`src/rtl/key_cmd_scheduler.sv`:
```
// Purpose: turns key_encoder level output into press / auto-repeat key commands queued in a small FIFO.
// Latency: a command enqueued at a rising edge is visible on cmd_valid/cmd_code right after that edge.
// Backpressure: cmd_ready stalls the FIFO head; an enqueue into a full FIFO with no pop is dropped and sets overflow.
module key_cmd_scheduler #(
   parameter logic [23:0] DELAY       = 24'd6_000_000,
   parameter logic [23:0] PERIOD      = 24'd1_500_000,
   parameter logic [12:0] REPEAT_MASK = 13'h00F,
   parameter int          DEPTH       = 4
) (
   input  logic       clk,
   input  logic       reset,
   input  logic [3:0] keycode,
   input  logic       keystrobe,
   output logic [3:0] cmd_code,
   output logic       cmd_valid,
   input  logic       cmd_ready,
   output logic       held,
   output logic       overflow
);

   localparam int AW = $clog2(DEPTH);

   typedef enum logic [1:0] {IDLE, HELD, REPEAT} state_t;

   state_t      state;
   logic [3:0]  cur;
   logic [23:0] cnt;

   logic [AW:0] wr_ptr;
   logic [AW:0] rd_ptr;
   logic [3:0]  mem [DEPTH];

   logic        key_ok;
   logic [15:0] mask16;
   logic        enq;
   logic        full;
   logic        empty;
   logic        pop;
   logic        push;

   // codes 13..15 behave exactly like no key being held
   assign key_ok = keystrobe && (keycode <= 4'd12);
   assign mask16 = {3'b000, REPEAT_MASK};

   assign empty     = (wr_ptr == rd_ptr);
   assign full      = (wr_ptr[AW] != rd_ptr[AW]) && (wr_ptr[AW-1:0] == rd_ptr[AW-1:0]);
   assign cmd_valid = !empty;
   assign cmd_code  = mem[rd_ptr[AW-1:0]];
   assign pop       = cmd_valid && cmd_ready;
   // a pop in the same edge frees the slot, so a full FIFO can still accept
   assign push      = enq && (!full || pop);

   // decide whether the FSM produces a command this edge; the enqueued code always equals keycode
   always_comb begin
      enq = 1'b0;
      case (state)
         IDLE: enq = key_ok;
         HELD: begin
            if (!key_ok)
               enq = 1'b0;
            else if (keycode != cur)
               enq = 1'b1;
            else
               enq = mask16[cur] && (cnt == DELAY - 24'd1);
         end
         default: begin
            if (!key_ok)
               enq = 1'b0;
            else if (keycode != cur)
               enq = 1'b1;
            else
               enq = (cnt == PERIOD - 24'd1);
         end
      endcase
   end

   // key tracking FSM: press detection, initial delay, repeat period, registered held flag
   always_ff @(posedge clk) begin
      if (reset) begin
         state <= IDLE;
         cur   <= 4'd0;
         cnt   <= 24'd0;
         held  <= 1'b0;
      end else begin
         case (state)
            IDLE: begin
               if (key_ok) begin
                  cur   <= keycode;
                  cnt   <= 24'd0;
                  state <= HELD;
                  held  <= 1'b1;
               end
            end
            default: begin
               if (!key_ok) begin
                  state <= IDLE;
                  held  <= 1'b0;
               end else if (keycode != cur) begin
                  cur   <= keycode;
                  cnt   <= 24'd0;
                  state <= HELD;
                  held  <= 1'b1;
               end else if (state == HELD) begin
                  // non-repeating keys park here with cnt frozen
                  if (mask16[cur]) begin
                     if (cnt == DELAY - 24'd1) begin
                        cnt   <= 24'd0;
                        state <= REPEAT;
                     end else begin
                        cnt <= cnt + 24'd1;
                     end
                  end
               end else begin
                  if (cnt == PERIOD - 24'd1)
                     cnt <= 24'd0;
                  else
                     cnt <= cnt + 24'd1;
               end
            end
         endcase
      end
   end

   // command FIFO with extra pointer bit for full/empty, plus sticky drop flag
   always_ff @(posedge clk) begin
      if (reset) begin
         wr_ptr   <= '0;
         rd_ptr   <= '0;
         overflow <= 1'b0;
         for (int i = 0; i < DEPTH; i++)
            mem[i] <= 4'd0;
      end else begin
         if (push) begin
            mem[wr_ptr[AW-1:0]] <= keycode;
            wr_ptr              <= wr_ptr + (AW+1)'(1);
         end
         if (pop)
            rd_ptr <= rd_ptr + (AW+1)'(1);
         if (enq && full && !pop)
            overflow <= 1'b1;
      end
   end

endmodule

```
`config.mk`:
```
export PLATFORM = sky130hd
export DESIGN_NAME = key_cmd_scheduler
export DESIGN_NICKNAME = d
export VERILOG_FILES = /design/src/rtl/key_cmd_scheduler.sv
export SDC_FILE = /design/constraint.sdc
export NUM_CORES = 1
export LEC_CHECK = 0
export CORE_ASPECT_RATIO = 1.5
export CORE_UTILIZATION = 30
export DETAILED_ROUTE_END_ITERATION = 10
export GPL_TIMING_DRIVEN = 0
export RECOVER_POWER = 100
export SLEW_MARGIN = 40
export SYNTH_ARGS = -nofsm -noshare
export SYNTH_HDL_FRONTEND = slang
export SYNTH_SLANG_ARGS = --single-unit
```
`constraint.sdc`:
```
create_clock -name clk -period 2.8 [get_ports clk]
set_input_delay 0.56 -clock clk [delete_from_list [all_inputs] [get_ports clk]]
set_output_delay 0.56 -clock clk [all_outputs]
set_load 0.02 [all_outputs]
```
* Yosys cells after proc, flatten, opt, wreduce, memory -nomap -nowiden
Memory sizes are Yosys's and may differ from the RTL's. A register that Yosys moved wholly into a read port is not among the register bits. Index checks and enable logic that the tools add are counted.
Cells by class: add/sub/neg operators 3, multiply operators 0, divide/modulo/power cells 0, $lt $le $gt $ge 2, equal/unequal tests 13, shift-type cells 0, muxes and demuxes 41, bitwise logic cells 0, reductions and logical operators 18
Operators with widths (count):
- 24-bit two-way mux | 8
- 4-bit two-way mux | 7
- 24-bit by 1-bit adder with 24-bit output, second input constant | 1
- 24-bit by 21-bit == test with 1-bit output, second input constant | 1
- 24-bit by 23-bit == test with 1-bit output, second input constant | 1
- 2-bit two-way mux | 10
- 1-bit two-way mux | 15
- 4-bit by 1-bit inequality test with 1-bit output, second input constant | 3
- 1-bit logical AND | 7
- 3-bit by 1-bit adder with 3-bit output, second input constant | 2
- 2-bit AND reduction | 3
- 4-bit by 5-bit < comparator with 1-bit output, second input constant | 1
- 4-bit less-or-equal comparator, second input constant | 1
- 4-bit by 3-bit inequality test with 1-bit output, second input constant | 1
- 4-bit inequality test | 1
- 4-bit AND reduction | 1
- 4-bit OR reduction | 1
- 3-bit == test | 1
- 1-bit zero test | 3
- 3-bit by 1-bit inequality test with 1-bit output, second input constant | 1
- 2-bit by 1-bit == test with 1-bit output, second input constant | 1
- 2-bit == test | 1
- 2-bit zero test | 1
- 2-bit inequality test, second input constant | 1
- 4 further kinds | 4
Word-level totals: register bits after elaboration 38, latch bits 0, RAM bits 16, ROM bits 16, input port bits 8, output and inout port bits 7, word-level logic and storage cells 86, memories kept 2
Memory list:
- (name not given) | words 16, bits a word 1, read ports 1, clocked after Yosys merged registers in 1, write ports 0, RTL line 105 | if (mask16[cur]) begin
- mem | words 4, bits a word 4, read ports 1, clocked after Yosys merged registers in 1, write ports 4, RTL line 31 | logic [3:0] mem [DEPTH];

* Logic depth before layout (Yosys ltp)
Gate-level depths: netlist of run 1.
word-level depth 12, gate-level depth with buffers 9, depth with buffers taken out 8

* Worst setup path before layout of run 1
Ideal clock, no wire load.
path type reg-to-reg, start point register cnt[0], end point memory mem[2][0], enable pin, library setup time 0.338 ns, arrival 1.997 ns, data required time 2.462 ns, setup slack 0.465 ns, cell stages (with the launch flop) 8, buffers on the path 0, clock period less this slack 2.335 ns, cell sequence dfxtp_1 > ha_1 > nand4_1 > or2_2 > nor4_1 > and3_1 > o211ai_1 > o21bai_1
RTL lines:
- start: declaration | RTL line 27 | logic [23:0] cnt;
- start signal: assignment | RTL line 110 | cnt <= cnt + 24'd1;
- start signal: assignment | RTL line 117 | cnt <= cnt + 24'd1;
- end: declaration | RTL line 31

* Worst setup path after layout of run 1
start point input port keycode[2], end point register cnt[17]
On the way: cells in the longest elaborated chain, start to end 4, elaborated cells on any way between the ends 8, classes of those cells order compare (1); eq/ne (2); mux (3); reduce/logical (2)
Ends and longest elaborated chain:
- start: declaration | RTL line 12 | input logic [3:0] keycode,
- 4-bit inequality test | RTL line 98 | end else if (keycode != cur) begin
- 24-bit two-way mux | RTL line 98
- 24-bit two-way mux | RTL line 95 | if (!key_ok) begin
- 24-bit two-way mux | RTL line 85 | case (state)
Several ways; a longest one is shown, not always the timed one. The select of a mux whose other input is x is not followed. A chain may end at the register's enable or synchronous reset.

==> key figures, run 1 <==
Placement
  • Placed cells: 425
  • Routability congestion estimate: 0.810
  • Port Buffers: 13
  • DP Area: between 3000 and 4000 µm²
  • Detailed Place HPWL: approximately 4600 µm
  • Worst slack, placed: -455 ps

Pwr
  • Power density over cell area: 663 nW/µm²
  • Lkg Pwr: around 1.1 nW
  • Switching share of power: about a quarter
  • Comb power frac: a little under an eighth
  • VDD IR max: 310 µV
  • Clk pwr share: a little under half
  • Switch Pwr: about 560 µW
  • Sequential share of power: 40.4%
  • Pint: between 1.5 and 2 mW

Timing
  • Final period util: roughly 97%
  • Max-slew headroom: 53.2%
  • F_max: ~370 MHz
  • Post-layout min period: about 2700 ps
  • Max Slew Vio Count: 0
  • Setup ws final: approximately 80 ps
  • RSZ-0062 raised after global routing: true
  • Final setup fails: 0
  • Worst Skew: about 6.0 ps
  • Worst-margin pin slew: around 700 ps
  • Worst hold slack: 450 ps
  • Fin. Hold Viols: 0

Clock network
  • Hold-fix buffers, CTS: 0
  • Clk_lat worst skew: roughly 330 ps
  • Clock root cell: clkbuf_16
  • H-tree levels: 3
  • Clk sink count: between 50 and 60
  • CTS tree: yes
  • Clock-pin slew on the worst setup and hold paths: approximately 50 ps
  • Clk buf depth: 2
  • Number of buffers created by CTS: 9

GRT
  • Initial antenna violation count: 0
  • All-Layer GR Usage: about 15%
  • Global-route wire length before repair: about 11000 µm
  • Largest net degree at the start of global routing: 11
  • Vias in the first global route: approximately 2400
  • Global route total overflow: 0

Logic synthesis
  • Largest cells by area after synthesis: dfxtp_1 (29%), edfxtp_1 (17%), nor2_1 (5.5%)
  • Syn_area_per_cell: ~9.3 µm²
  • Primary FF master, synth: dfxtp_1
  • EDFF count, synth: 16
  • Area share of the largest cell type after synthesis: just under 30%
  • Synth Cell Area: about 2800 µm²
  • Netlist cell types: 56
  • Sequential element share of the synthesized area: a little under half
  • Seq cells post-synth: 57
  • Most frequent cells after synthesis: dfxtp_1 (41), nor2_1 (41), nand2_1 (35), nand3_1 (19), edfxtp_1 (16)
  • Syn_nets: about 310
  • Async set-reset flop share out of synthesis: 0%
  • Synth Warn #: 0
  • Cell taking the most area after synthesis: dfxtp_1
  • Cell count after synthesis: 302

Setup path
  • Reg2Reg Depth: 8
  • Worst Path Arrival: about 3000 ps
  • CP Class: input pin to flip-flop
  • Buffers plus inverters on the worst setup path: 1
  • CP endpoint kind: flip-flop
  • Max incr delay on CP: between 500 and 600 ps
  • Worst r2r src: cnt[0]
  • CP max stage cell: clkdlybuf4s50_1
  • R2R Path End: mem[3][3]
  • Nature of the critical path startpoint: input pin
  • CP Data Required Time: ~3100 ps
  • Largest delay share family, worst path: simple AND/OR/NAND/NOR gates
  • Crit-path max FO: 9
  • CP Cell Sequence: clkdlybuf4s50_1, xnor2_1, nand4_2, or2_4, nor3_4, o211a_4, or3b_1, a31oi_1
  • R2R Setup Slk: about 180 ps

Drt
  • Post-Route WL: 6360 µm
  • Initial DRT Pass Iterations: 4
  • First-iteration detailed-routing DRC count: 81
  • WL/cell: between 10 and 15 µm
  • Overall via count from detail_route: 2289
  • Drt via density: 5.18
  • Drt drc: 0
  • Routed Antenna Nets: 0

Layout
  • Layout cells sized above 1: a little over an eighth
  • Area grow syn2layout: 22.4%
  • Footprint of the multi-input gates: around 1500 µm²
  • Non-Filler Instances: roughly 440
  • FF/Latch Area: around 1300 µm²
  • Final Cell Area: around 3400 µm²
  • Nets: 338
  • Filler Cells Inserted: 901
  • Diodes inserted: 0

Die
  • Die Area: approximately 9800 µm²
  • I/O pin cnt: 15
  • Die extent in x: roughly 80 µm
  • Placeable Area: between 8000 and 9000 µm²
  • Initial Util: around a third
  • Die Ht: 121 µm
  • Num rows: between 40 and 50

Min path
  • Hold Startpoint: overflow
  • Worst Hold Class: flip-flop to flip-flop
  • Hold Path Cell Cnt: 2
  • Min-Delay Endpoint: overflow

Flow run
  • Max-Cap Viols: 0

Status
  • Status: finished, final reports clean
[routing by layer]
layer	up-vias	GRT usage [%]	wire length, µm
li1	1139	-	-
met1	1077	15.8	2490
met2	51	25.7	3380
met3	22	3.17	186
met4	0	10.9	292
met5	-	0	0
[final cells by class]
| class | count | area share [%] |
|---|---|---|
| clock inverter | 5 | 1.60 |
| sequential | 57 | 37.8 |
| tap | 110 | 4.00 |
| timing repair buffer | 15 | 4.22 |
| buffer | 12 | 1.49 |
| inverter | 6 | 0.655 |
| clock buffer | 11 | 7.05 |
| multi-input combinational | 226 | 43.2 |
[worst register-to-register path, stage by stage, from the launching register on]
cell and delay, ps:
dfxtp_1 390, ha_1 230, nand4_1 210, or2_2 390
nor4_2 250, and3_2 290, o211ai_1 100, buf_4 200
o21bai_2 250
[sequential cells by signal, summed over array words and instances, names as in the netlist, named ones only]
register,cells
cur,4
held,1
rd_ptr,3
cnt,24
wr_ptr,3
mem,16
state,2
overflow,1
[through the flow]
stage / total power [mW] / setup TNS (ps) / util [%]
finish: 2.28 / 0 / 38.5
global route: 2.37 / -19.6 / 38.5
CTS: 2.29 / -12.8 / 38.0
detailed placement: 1.20 / -14070 / 34.6
global placement: 1.20 / -12380 / 34.5
floorplan: 1.10 / 0 / -
[cell families after synthesis]
family / Yosys count / synth area share, %
AND/OR/NAND/NOR: 149 / 27.1
flip-flops: 57 / 46.3
AO/OA/AOI/OAI: 44 / 10.9
XOR/XNOR: 21 / 6.55
buffers and inverters: 19 / 2.76
multiplexers: 9 / 5.08
adder cells (fa/ha/maj): 3 / 1.34
[cells in the final DEF, fill, tap and decap left out, drive strengths merged, types with 7 or more instances in the layout]
cell,synthesis,layout
clkdlybuf4s50,0,11
nand3,19,19
xor2,7,7
nor2,41,41
nand4,9,9
o21ai,8,8
nor3,9,9
nand2,35,35
edfxtp,16,16
dfxtp,41,41
xnor2,14,14
a21oi,11,11
clkbuf,9,19
[worst max path at each step]
stage	from	end	slack (ps)	depth (start not counted)
2_1_floorplan	cnt[0]	mem[2][0]	470	7
3_3_place_gp	keycode[0]	cnt[17]	-410	8
3_5_place_dp	keycode[0]	cnt[17]	-460	8
4_1_cts	keycode[0]	mem[3][3]	-6	7
5_1_grt	keycode[1]	cnt[17]	-20	8
6_report	keycode[2]	cnt[17]	80	8
[what timing repair did]
action | CTS | global route
endpoints found under the hold margin | 0 | 0
pin swaps | 1 | 2
cloned | 0 | 0
setup buffers | 0 | 2
resized for setup | 3 | 7
endpoints found under the setup margin | 6 | 45
[power groups by stage]
stage	registers, mW	clock network [mW]	logic [mW]
floorplan	0.930	0	0.173
global placement	0.938	0	0.258
detailed placement	0.940	0	0.263
CTS	0.923	1.11	0.265
global route	0.929	1.15	0.293
finish	0.921	1.09	0.267
Note: power is estimated with default switching activity, not from simulation.
==> run 2: changes to the inputs <==
--- a/config.mk
+++ b/config.mk
@@ -5,10 +5,13 @@
 export SDC_FILE = /design/constraint.sdc
 export NUM_CORES = 1
 export LEC_CHECK = 0
+export CELL_PAD_IN_SITES_DETAIL_PLACEMENT = 1
+export CELL_PAD_IN_SITES_GLOBAL_PLACEMENT = 1
 export CORE_ASPECT_RATIO = 1.5
 export CORE_UTILIZATION = 30
 export DETAILED_ROUTE_END_ITERATION = 10
 export GPL_TIMING_DRIVEN = 0
+export PLACE_DENSITY_LB_ADDON = 0.1
 export RECOVER_POWER = 100
 export SLEW_MARGIN = 40
 export SYNTH_ARGS = -nofsm -noshare
==> run 2 against run 1 <==
  * First-iteration DRC count decreased by 47%
  * Critical path type unchanged
  * Final cell count increased by 0.90%
  * Highest routed layer unchanged
  * Sequential power about the same
  * Die area unchanged
  * Via count increased by 1.0%
  * Maximum frequency increased by 1.9%
  * Clock-buffer cell count decreased by 2
  * Critical path depth unchanged
  * Combinational power increased by 2%
  * Clock skew decreased by 2.8 ps
  * Setup slack improved by 52 ps
  * Non-clock buffer count increased by 4
==> key figures, run 2 (synthesized netlist as in run 1, its figures left out) <==
Die
  • Placeable Area: 8930 µm² (unchanged)
  • Die Ht: 121 µm (unchanged)
  • Initial Util: 31.5% (unchanged)
  • Die Area: 9770 µm² (unchanged)
  • Num rows: 42 (unchanged)
  • I/O pin cnt: 15 (unchanged)
  • Die extent in x: 81.0 µm (unchanged)

Clock network
  • Clock root cell: clkbuf_16
  • Clk sink count: 57 (unchanged)
  • CTS tree: yes
  • Clk_lat worst skew: 320 ps (about the same)
  • H-tree levels: 3 (unchanged)
  • Number of buffers created by CTS: 9 (unchanged)
  • Hold-fix buffers, CTS: 0 (unchanged)
  • Clock-pin slew on the worst setup and hold paths: 50 ps (about the same)
  • Clk buf depth: 2 (unchanged)

Timing
  • F_max: 375 MHz (+1.9%)
  • Max Slew Vio Count: 0 (unchanged)
  • Final setup fails: 0 (unchanged)
  • Worst-margin pin slew: 701 ps (+4.00 ps)
  • Final period util: 95.3% (-1.8 points)
  • Fin. Hold Viols: 0 (unchanged)
  • Worst Skew: 3.28 ps (-2.76 ps)
  • Max-slew headroom: 52.9% (-0.27 points)
  • Post-layout min period: 2670 ps (-51.7 ps)

Layout
  • Diodes inserted: 0 (unchanged)
  • Most frequent cells in the layout: nor2_1 (40), dfxtp_1 (40), nand2_1 (35), nand3_1 (19), edfxtp_1 (16)
  • Layout cells sized above 1: 14.6% (+1.0 points)
  • Nets: 342 (+1.2%)
  • Largest registers: cnt x24, mem x16, cur x4
  • Final core occ: 38.6% (+0.084 points)
  • Flip-flop count of the largest register after layout: 24 (unchanged)
  • Final Cell Area: 3450 µm² (+0.22%)
  • Area grow syn2layout: 22.7%
  • Non-Filler Instances: 446 (+0.90%)
  • Biggest register: cnt

Min path
  • Hold Startpoint: overflow
  • Worst Hold Class: flip-flop to flip-flop

Setup path
  • Nature of the critical path startpoint: input pin
  • Buffers plus inverters on the worst setup path: 2 (+1)
  • CP dominant cell by count: or2_4
  • Max incr delay on CP: 610 ps (+20 ps)
  • Worst setup path startpoint: keycode[1]
  • Worst r2r src: cnt[0]
  • R2R Setup Slk: 150 ps (-30 ps)
  • Largest delay share family, worst path: buffers and inverters
  • CP endpoint kind: flip-flop
  • CP Cell Sequence: clkdlybuf4s50_1, xnor2_1, nand4_2, or2_4, or2_4, o211ai_1, o21bai_2, buf_4
  • CP Class: input pin to flip-flop
  • CP max stage cell: clkdlybuf4s50_1
  • CP Data Required Time: 2890 ps (-170 ps)
  • Worst Path Arrival: 2750 ps (-230 ps)
  • Crit-path max FO: 6 (-3)

Pwr
  • Clk pwr share: 44.6% (-3.3 points)
  • VDD IR max: 303 µV (-2.2%)
  • Sequential share of power: 42.7% (+2.3 points)
  • Switching share of power: 25.9% (+1.3 points)
  • Power density over cell area: 625 nW/µm² (-5.7%)
  • Pint: 1.60 mW (-7.1%)
  • Switch Pwr: 558 µW (-0.58%)
  • Comb power frac: 12.7% (+1.0 points)
  • Pwr Total: 2.16 mW (-5.5%)
  • Lkg Pwr: 1.16 nW (+3.3%)

GRT
  • All-Layer GR Usage: 17.2% (+2.2 points)
  • Largest net degree at the start of global routing: 11 (unchanged)
  • Vias in the first global route: 2463 (+4.5%)
  • GRT busiest layer: met2
  • Global route total overflow: 0 (unchanged)
  • Initial antenna violation count: 0 (unchanged)
  • Global-route wire length before repair: 12300 µm (+13%)
  • Met2 usage: 31.8% (+6.1 points)
  • M3 GR Usage: 4.15% (+0.98 points)
  • Global-route met1 utilization: 17.4% (+1.6 points)

Drt
  • WL/cell: 16.7 µm (+16%)
  • Post-Route WL: 7440 µm (+17%)
  • Initial DRT Pass Iterations: 4 (unchanged)
  • First-iteration detailed-routing DRC count: 43 (-47%)
  • Routed Antenna Nets: 0 (unchanged)
  • Drt via density: 5.19 (+0.14%)
  • Overall via count from detail_route: 2313 (+1.0%)
  • Drt drc: 0 (unchanged)

Placement
  • Placed cells: 425 (unchanged)
  • Routability congestion estimate: 0.788 (-2.8%)
  • Port Buffers: 13 (unchanged)
  • DP Area: 3090 µm² (unchanged)
  • Detailed Place HPWL: 5580 µm (+21%)

Status
  • Status: finished, final reports clean

Flow run
  • Max-Cap Viols: 0 (unchanged)
==> run 2: cell types whose count changed in the layout (fill, tap and decap cells not counted), sizes merged <==
| cell | change |
|---|---|
| buf | +3 |
| clkbuf | -1 |
| clkinv | +3 |
| dlymetal6s2s | +2 |
| bufinv | -1 |
| clkdlybuf4s50 | -2 |
==> run 2: path summary, 6_finish.rpt <==
check,to,depth (start not counted)
hold / removal,overflow,2
hold reg to reg,overflow,2
setup reg to reg,mem[3][3],8
setup / recovery,mem[3][3],8
==> run 2: per-stage QoR <==
stage / hold slack (ps) / TNS [ps] / setup slack [ps]
detailed placement: 445 / -20410 / -499
floorplan: 467 / 0 / 465
global route: 486 / -26.7 / -7.21
global placement: 439 / -17620 / -470
CTS: 449 / 0 / 1.04
finish: 442 / 0 / 132
==> run 2: worst reg2reg max path, delay by kind of cell (launching register included) <==
kind,cells,cell delay (ps)
flops,1,380
simple gates,4,1140
buf+inv,1,170
fa+ha+maj,1,220
compound gates,2,450
==> run 2: power groups by stage <==
| stage | Sequential, mW | Clock (mW) | Combinational (mW) |
|---|---|---|---|
| 2_1_floorplan | 0.930 | 0 | 0.173 |
| 3_3_place_gp | 0.940 | 0 | 0.267 |
| 3_5_place_dp | 0.941 | 0 | 0.271 |
| 4_1_cts | 0.924 | 0.992 | 0.275 |
| 5_1_grt | 0.928 | 1.03 | 0.302 |
| 6_report | 0.921 | 0.962 | 0.273 |
==> run 2: metal layers <==
metal  routed length (µm)  vias up
met4                  225        0
met3                  151       19
met2                 4210       24
met1                 2850     1127
met5                    0        -
li1                     -     1143
==> run 2: final cells by class <==
cell class	count	area, µm²
inverter	6	22.5
tap	110	138
buffer	12	53.8
clock buffer	9	225
sequential	57	1300
multi-input combinational	226	1490
fill	1057	5490
timing repair buffer	19	180
clock inverter	7	37.5
==> run 2: what timing repair did <==
action,CTS,global route
pin swaps,3,0
gates resized for setup,7,7
setup endpoints to repair,39,43
setup buffers,2,4
==> run 3: changes to the inputs <==
--- a/config.mk
+++ b/config.mk
@@ -9,6 +9,7 @@
 export CELL_PAD_IN_SITES_GLOBAL_PLACEMENT = 1
 export CORE_ASPECT_RATIO = 1.5
 export CORE_UTILIZATION = 30
+export CTS_CLUSTER_SIZE = 16
 export DETAILED_ROUTE_END_ITERATION = 10
 export GPL_TIMING_DRIVEN = 0
 export PLACE_DENSITY_LB_ADDON = 0.1
==> results of run 3 <==
Same layout as run 2: the final DEF is identical, and so are final timing and power.
